--- src/rtl/round_ctrl.sv ---
// Per-round controller for the tug-of-war game: arm, random dark delay, lights on, resolve first push.
// Define ROUND_LFSR_EN to add a 16-bit LFSR term to the dark delay; otherwise the delay is DELAY_MIN.
module round_ctrl #(
  parameter int DELAY_MIN = 8,
  parameter int RAND_W    = 4,
  parameter int LIGHT_MAX = 16,
  parameter int CNT_W     = 20
) (
  input  logic clk,
  input  logic rst_n,
  input  logic i_pb_l,
  input  logic i_pb_r,
  input  logic i_victory,
  output logic o_winrnd,
  output logic o_right,
  output logic o_tie,
  output logic o_leds_on
);

  typedef enum logic [2:0] {
    S_ARM   = 3'd0,
    S_WAIT  = 3'd1,
    S_LIT   = 3'd2,
    S_SCORE = 3'd3,
    S_HOLD  = 3'd4
  } state_t;

  localparam logic [CNT_W-1:0] C_ONE   = CNT_W'(1);
  localparam logic [CNT_W-1:0] C_LIGHT = CNT_W'(LIGHT_MAX);

  if (DELAY_MIN < 1 || RAND_W < 1 || RAND_W > 16 || LIGHT_MAX < 1) begin : g_param_check
    $error("round_ctrl: parameter out of range");
  end

  state_t           r_state;
  state_t           w_state_next;
  logic [CNT_W-1:0] r_cnt;
  logic [CNT_W-1:0] w_cnt_next;
  logic [CNT_W-1:0] w_delay;
  logic             w_push;
  logic             w_cnt_one;
  logic             w_arm;
  logic             w_winrnd_next;
  logic             w_right_next;
  logic             w_tie_next;
  logic             w_leds_next;

`ifdef ROUND_LFSR_EN
  logic [15:0] r_lfsr;

  // Fibonacci form of x^16+x^14+x^13+x^11+1, shifting toward bit 0
  always_ff @(posedge clk or negedge rst_n) begin
    if (!rst_n) r_lfsr <= 16'hACE1;
    else        r_lfsr <= {r_lfsr[0] ^ r_lfsr[2] ^ r_lfsr[3] ^ r_lfsr[5], r_lfsr[15:1]};
  end

  assign w_delay = CNT_W'(DELAY_MIN) + CNT_W'(r_lfsr[RAND_W-1:0]);
`else
  assign w_delay = CNT_W'(DELAY_MIN);
`endif

  assign w_push    = i_pb_l | i_pb_r;
  assign w_cnt_one = (r_cnt == C_ONE);
  assign w_arm     = ~i_pb_l & ~i_pb_r & ~i_victory;

  always_ff @(posedge clk or negedge rst_n) begin
    if (!rst_n) begin
      r_state   <= S_ARM;
      r_cnt     <= '0;
      o_winrnd  <= 1'b0;
      o_right   <= 1'b0;
      o_tie     <= 1'b0;
      o_leds_on <= 1'b0;
    end else begin
      r_state   <= w_state_next;
      r_cnt     <= w_cnt_next;
      o_winrnd  <= w_winrnd_next;
      o_right   <= w_right_next;
      o_tie     <= w_tie_next;
      o_leds_on <= w_leds_next;
    end
  end

  always_comb begin
    w_state_next = r_state;
    w_cnt_next   = r_cnt;
    case (r_state)
      S_ARM: begin
        if (w_arm) begin
          w_state_next = S_WAIT;
          w_cnt_next   = w_delay;
        end
      end
      S_WAIT: begin
        if (w_push) begin
          w_state_next = S_SCORE;
        end else if (w_cnt_one) begin
          w_state_next = S_LIT;
          w_cnt_next   = C_LIGHT;
        end else begin
          w_cnt_next = r_cnt - C_ONE;
        end
      end
      S_LIT: begin
        if (w_push) begin
          w_state_next = S_SCORE;
        end else if (w_cnt_one) begin
          w_state_next = S_ARM;
          w_cnt_next   = '0;
        end else begin
          w_cnt_next = r_cnt - C_ONE;
        end
      end
      S_SCORE: w_state_next = S_HOLD;
      S_HOLD: begin
        if (~i_pb_l & ~i_pb_r) w_state_next = S_ARM;
      end
      default: begin
        w_state_next = S_ARM;
        w_cnt_next   = '0;
      end
    endcase
  end

  // Outputs are computed one cycle ahead so the registered values line up with the state
  always_comb begin
    w_winrnd_next = 1'b0;
    w_right_next  = 1'b0;
    w_tie_next    = 1'b0;
    w_leds_next   = 1'b0;
    case (r_state)
      S_WAIT: begin
        w_winrnd_next = w_push;
        w_right_next  = i_pb_r & ~i_pb_l;
        w_tie_next    = i_pb_r & i_pb_l;
        w_leds_next   = ~w_push & w_cnt_one;
      end
      S_LIT: begin
        w_winrnd_next = w_push;
        w_right_next  = i_pb_r & ~i_pb_l;
        w_tie_next    = i_pb_r & i_pb_l;
        w_leds_next   = w_push | ~w_cnt_one;
      end
      default: ;
    endcase
  end

endmodule

--- config.mk ---
export PLATFORM = sky130hd
export DESIGN_NAME = round_ctrl
export DESIGN_NICKNAME = d
export VERILOG_FILES = /design/src/rtl/round_ctrl.sv
export SDC_FILE = /design/constraint.sdc
export NUM_CORES = 1
export LEC_CHECK = 0
export BUFFER_PORTS_ARGS = -buffer_cell sky130_fd_sc_hd__buf_2
export CORE_ASPECT_RATIO = 0.6
export CORE_MARGIN = 10
export CORE_UTILIZATION = 59
export DETAILED_ROUTE_END_ITERATION = 12
export PLACE_DENSITY_LB_ADDON = 0.15
export SLEW_MARGIN = 0
export SYNTH_ARGS = -nofsm -noshare
export SYNTH_HDL_FRONTEND = slang
export SYNTH_SLANG_ARGS = --single-unit
--- constraint.sdc ---
create_clock -name clk -period 2.3 [get_ports clk]
set_input_delay 0.46 -clock clk [delete_from_list [all_inputs] [get_ports clk]]
set_output_delay 0.46 -clock clk [all_outputs]
set_load 0.1 [all_outputs]
==> metrics.md <==
| Metric | Value |
|---|---|
| Final-report setup violation count | 0 |
| Time the final worst path needs with I/O delays and setup | 2.07 ns |
| Outcome | completed |
| Worst slew margin | 55.5% |
| Worst IR drop on VDD | 0.653 mV |
| Area of the core region | 0.00247 mm2 |
| Setup repair after global routing missed its margin | no |
| Final worst clock skew | 0.00257 ns |
| Syn_area_per_cell | 9.20 um2 |
| Share of cells above drive strength 1 | 14.2% |
| Switching share of power | 50.6% |
| Worst-path maximum fanout | 6 |
| Cell area after placement | 0.00161 mm2 |
| Hold_buf cts | 0 |
| Number of iterations in the first detailed-routing pass | 5 |
| Total design power | 2.58 mW |
| Residual overflow from global routing | 0 |
| Per-cell via count in the routed design | 6.36 |
| Vias in the first global route | 1,206 |
| Post-synthesis sequential area ratio | 44.8% |
| Post-synthesis instance area | 0.00151 mm2 |
| Wire length of the first global-routing pass | 5.86 mm |
| Cell-by-cell listing of the critical path | inv_1, ha_1, nor4b_2, nand2_1, or3_4, a21oi_1, o21bai_1 |
| Clock network latency to the later pin of the worst-skew pair | 0.27 ns |
| 1st-iter DRT viols | 149 |
| All-Layer GR Usage | 14.3% |
| Maximum buffer depth of the clock tree | 2 |
| Number of slew-limit violations in the final report | 0 |
| Number of sinks handled by clock tree synthesis | 27 |
| Buffers inserted during post-CTS setup optimization | 0 |
| Pre-CTS setup slack | 0.268 ns |
| I/O Pins | 9 |
| Final Net Count | 184 |
| Setup slack after layout | 0.227 ns |
| Post-detailed-route DRC marker count | 0 |
| Total inserted antenna cells | 0 |
| Main flop type after synthesis | sky130_fd_sc_hd__dfrtp_1 |
| Hold/Removal Path Class | input port to asynchronous set/reset pin |
| Endpoint required time on the critical path | 2.45 ns |
| Achievable frequency | 0.482 GHz |
| Post-synthesis async set-or-reset flop share | 100% |
| Total of cells resized after clock tree synthesis | 0 |
| Synth Register Bits | 27 |
| HPWL after detailed placement | 2.67 mm |
| RD Place Congestion | 0.851 |
| Worst setup path class | flip-flop to flip-flop |
| Core Rows | 14 |
| Synthesized instance count | 164 |
| Number of flops mapped to enable cells by yosys | 0 |
| CP top delay family | simple AND/OR/NAND/NOR gates |
| Internal Power | 1.28 mW |
| Cell at the root of the clock tree | sky130_fd_sc_hd__clkbuf_8 |
| Remaining antenna violation count after routing | 0 |
| Fillcell total | 210 |
| Part of the total power dissipated in the clock network | 10.3% |
| Delay contributed by the slowest stage of the critical path | 0.44 ns |
| Part of the power in registers | 32.8% |
| Synthesis Warnings | 0 |
| Max-cap violations | 0 |
| Routed wire length | 3.58 mm |
| Overall die height | 59.2 um |
| Final non-filler cell area | 0.00165 mm2 |
| Aggregate negative setup slack | 0 ns |
| Switching Power | 1.30 mW |
| Num CTS Buffers | 3 |
| Count of H-tree levels built during CTS | 1 |
| Area growth from synthesis to final layout | 9.54% |
| Total die area | 0.00505 mm2 |
| Final worst-path cycle share | 90.1% |
| Element type at the critical path end | flip-flop |
| Synthesized netlist net count | 171 |
| Count of port buffers added during placement | 8 |
| Largest net degree at the start of global routing | 28 |
| Leakage dissipation | 0.748 nW |
| Worst-margin pin slew | 0.665 ns |
| Horizontal die dimension | 85.3 um |
| Share of power burned in combinational logic | 56.9% |
| Crit path arrival time | 2.22 ns |
| Power per unit of standard cell area | 1560 mW/mm2 |
| Number of antenna violations at the first check in global routing | 0 |
| Critical Path Start Type | flip-flop |
| Buf/Inv on CP | 1 |
| Number of distinct library cells after synthesis | 45 |
| Starting utilization of the core area | 61.1% |
| Post-DR wirelength/cell | 17.2 um |
| Final hold violation count | 0 |
| Crit-path slowest cell | sky130_fd_sc_hd__or3_4 |
| CTS tree | built |
| Reg clk slew, reported paths | 0.09 ns |
| Detailed-route via count | 1,323 |
worst register-to-register path, cell delays in order (launching register included):
cell and delay (ns):
sky130_fd_sc_hd__dfrtp_1 0.42, sky130_fd_sc_hd__inv_1 0.09, sky130_fd_sc_hd__ha_1 0.13, sky130_fd_sc_hd__nor4b_2 0.24
sky130_fd_sc_hd__nand2_1 0.10, sky130_fd_sc_hd__or3_4 0.44, sky130_fd_sc_hd__a21oi_1 0.40, sky130_fd_sc_hd__o21bai_1 0.13
metal layers:
metal,vias to the layer above,global-route usage [%],wire length [um]
met5,-,0,0
met1,642,19.5,1700
li1,634,-,-
met2,45,21.7,1590
met4,0,2.80,11
met3,2,4.26,277
Yosys cell counts (2+ instances only):
library cell,number,area share [%]
sky130_fd_sc_hd__or2_2,2,0.83
sky130_fd_sc_hd__nor3_1,11,3.6
sky130_fd_sc_hd__nand3_1,5,1.7
sky130_fd_sc_hd__nand2b_1,2,0.83
sky130_fd_sc_hd__a21o_1,2,0.99
sky130_fd_sc_hd__dfrtp_1,27,45
sky130_fd_sc_hd__nand2_1,11,2.7
sky130_fd_sc_hd__o31ai_1,3,1.5
sky130_fd_sc_hd__a21oi_1,8,2.7
sky130_fd_sc_hd__buf_2,2,0.66
sky130_fd_sc_hd__xnor2_1,2,1.2
sky130_fd_sc_hd__o21bai_1,2,0.99
sky130_fd_sc_hd__ha_1,2,1.7
sky130_fd_sc_hd__nor4_1,7,2.9
sky130_fd_sc_hd__nand3b_1,2,0.99
sky130_fd_sc_hd__nor2b_1,3,1.2
sky130_fd_sc_hd__nor2_1,17,4.2
sky130_fd_sc_hd__a22o_1,8,4.6
sky130_fd_sc_hd__inv_1,4,0.99
sky130_fd_sc_hd__o21ai_0,16,5.3
sky130_fd_sc_hd__or3_4,2,1.5
sky130_fd_sc_hd__clkbuf_1,3,0.75
power by group through the flow:
| stage | combinational [mW] | sequential [mW] | clock [mW] |
|---|---|---|---|
| finish | 1.47 | 0.845 | 0.267 |
| global route | 1.60 | 0.869 | 0.286 |
| CTS | 1.45 | 0.839 | 0.272 |
| detailed placement | 1.44 | 0.849 | 0 |
| global placement | 1.40 | 0.833 | 0 |
| floorplan | 0.924 | 0.954 | 0 |
per-stage QoR:
stage | hold slack, ns | util, % | instances
final | 0.176 | 66.9 | 208
after global routing | 0.219 | 66.9 | 208
after CTS | 0.197 | 66.9 | 208
after detailed placement | 0.491 | 65.1 | 204
after global placement | 0.464 | 65.1 | 204
after floorplan | 0.164 | - | 164
worst paths after layout:
| path | from | endpoint | slack [ns] | depth (start not counted) |
|---|---|---|---|---|
| setup / recovery | r_cnt[1] | r_cnt[11] | 0.23 | 7 |
| hold / removal | rst_n | r_cnt[15] | 0.18 | 1 |
| setup reg to reg | r_cnt[1] | r_cnt[11] | 0.23 | 7 |
| hold reg to reg | r_cnt[9] | r_cnt[9] | 0.51 | 1 |
| max in group asynchronous | rst_n | r_cnt[3] | 1.74 | 1 |
| min in group clk | i_pb_l | o_right | 0.36 | 2 |
sequential cells by signal, summed over array words and instances, names as in the netlist:
register   count
o_winrnd       1
r_state        3
o_right        1
r_cnt         20
o_tie          1
o_leds_on      1
logic make-up after synthesis:
family / after synthesis / share of synthesized area (%)
and+or+nand+nor: 72 / 27.0
xor gates and xnor gates: 2 / 1.16
buffers and inverters: 10 / 2.74
adders and majority gates: 2 / 1.66
DFF: 27 / 44.8
AOI/OAI and AO/OA: 51 / 22.6
cell type report:
class / instances / area (um2) / share of cell area [%]
multi-input cells: 127 / 792 / 47.9
clock buffers: 4 / 45.0 / 2.73
flip-flops and latches: 27 / 676 / 40.9
well taps: 32 / 40.0 / 2.42
repair buffers: 14 / 85.1 / 5.15
inverters: 4 / 15.0 / 0.908
cell usage in the layout (no fill, tap or decap), types with 2 or more instances in the layout:
| cell | n |
|---|---|
| sky130_fd_sc_hd__a21o_1 | 2 |
| sky130_fd_sc_hd__a21oi_1 | 8 |
| sky130_fd_sc_hd__a22o_1 | 8 |
| sky130_fd_sc_hd__buf_2 | 8 |
| sky130_fd_sc_hd__buf_4 | 6 |
| sky130_fd_sc_hd__clkbuf_8 | 3 |
| sky130_fd_sc_hd__dfrtp_1 | 27 |
| sky130_fd_sc_hd__ha_1 | 2 |
| sky130_fd_sc_hd__inv_1 | 4 |
| sky130_fd_sc_hd__nand2_1 | 11 |
| sky130_fd_sc_hd__nand2b_1 | 2 |
| sky130_fd_sc_hd__nand3_1 | 5 |
| sky130_fd_sc_hd__nand3b_1 | 2 |
| sky130_fd_sc_hd__nor2_1 | 17 |
| sky130_fd_sc_hd__nor2b_1 | 3 |
| sky130_fd_sc_hd__nor3_1 | 11 |
| sky130_fd_sc_hd__nor4_1 | 7 |
| sky130_fd_sc_hd__o21ai_0 | 16 |
| sky130_fd_sc_hd__o21bai_1 | 2 |
| sky130_fd_sc_hd__o31ai_1 | 3 |
| sky130_fd_sc_hd__or2_2 | 2 |
| sky130_fd_sc_hd__or3_4 | 2 |
| sky130_fd_sc_hd__xnor2_1 | 2 |
Note: power is estimated with default switching activity, not from simulation.
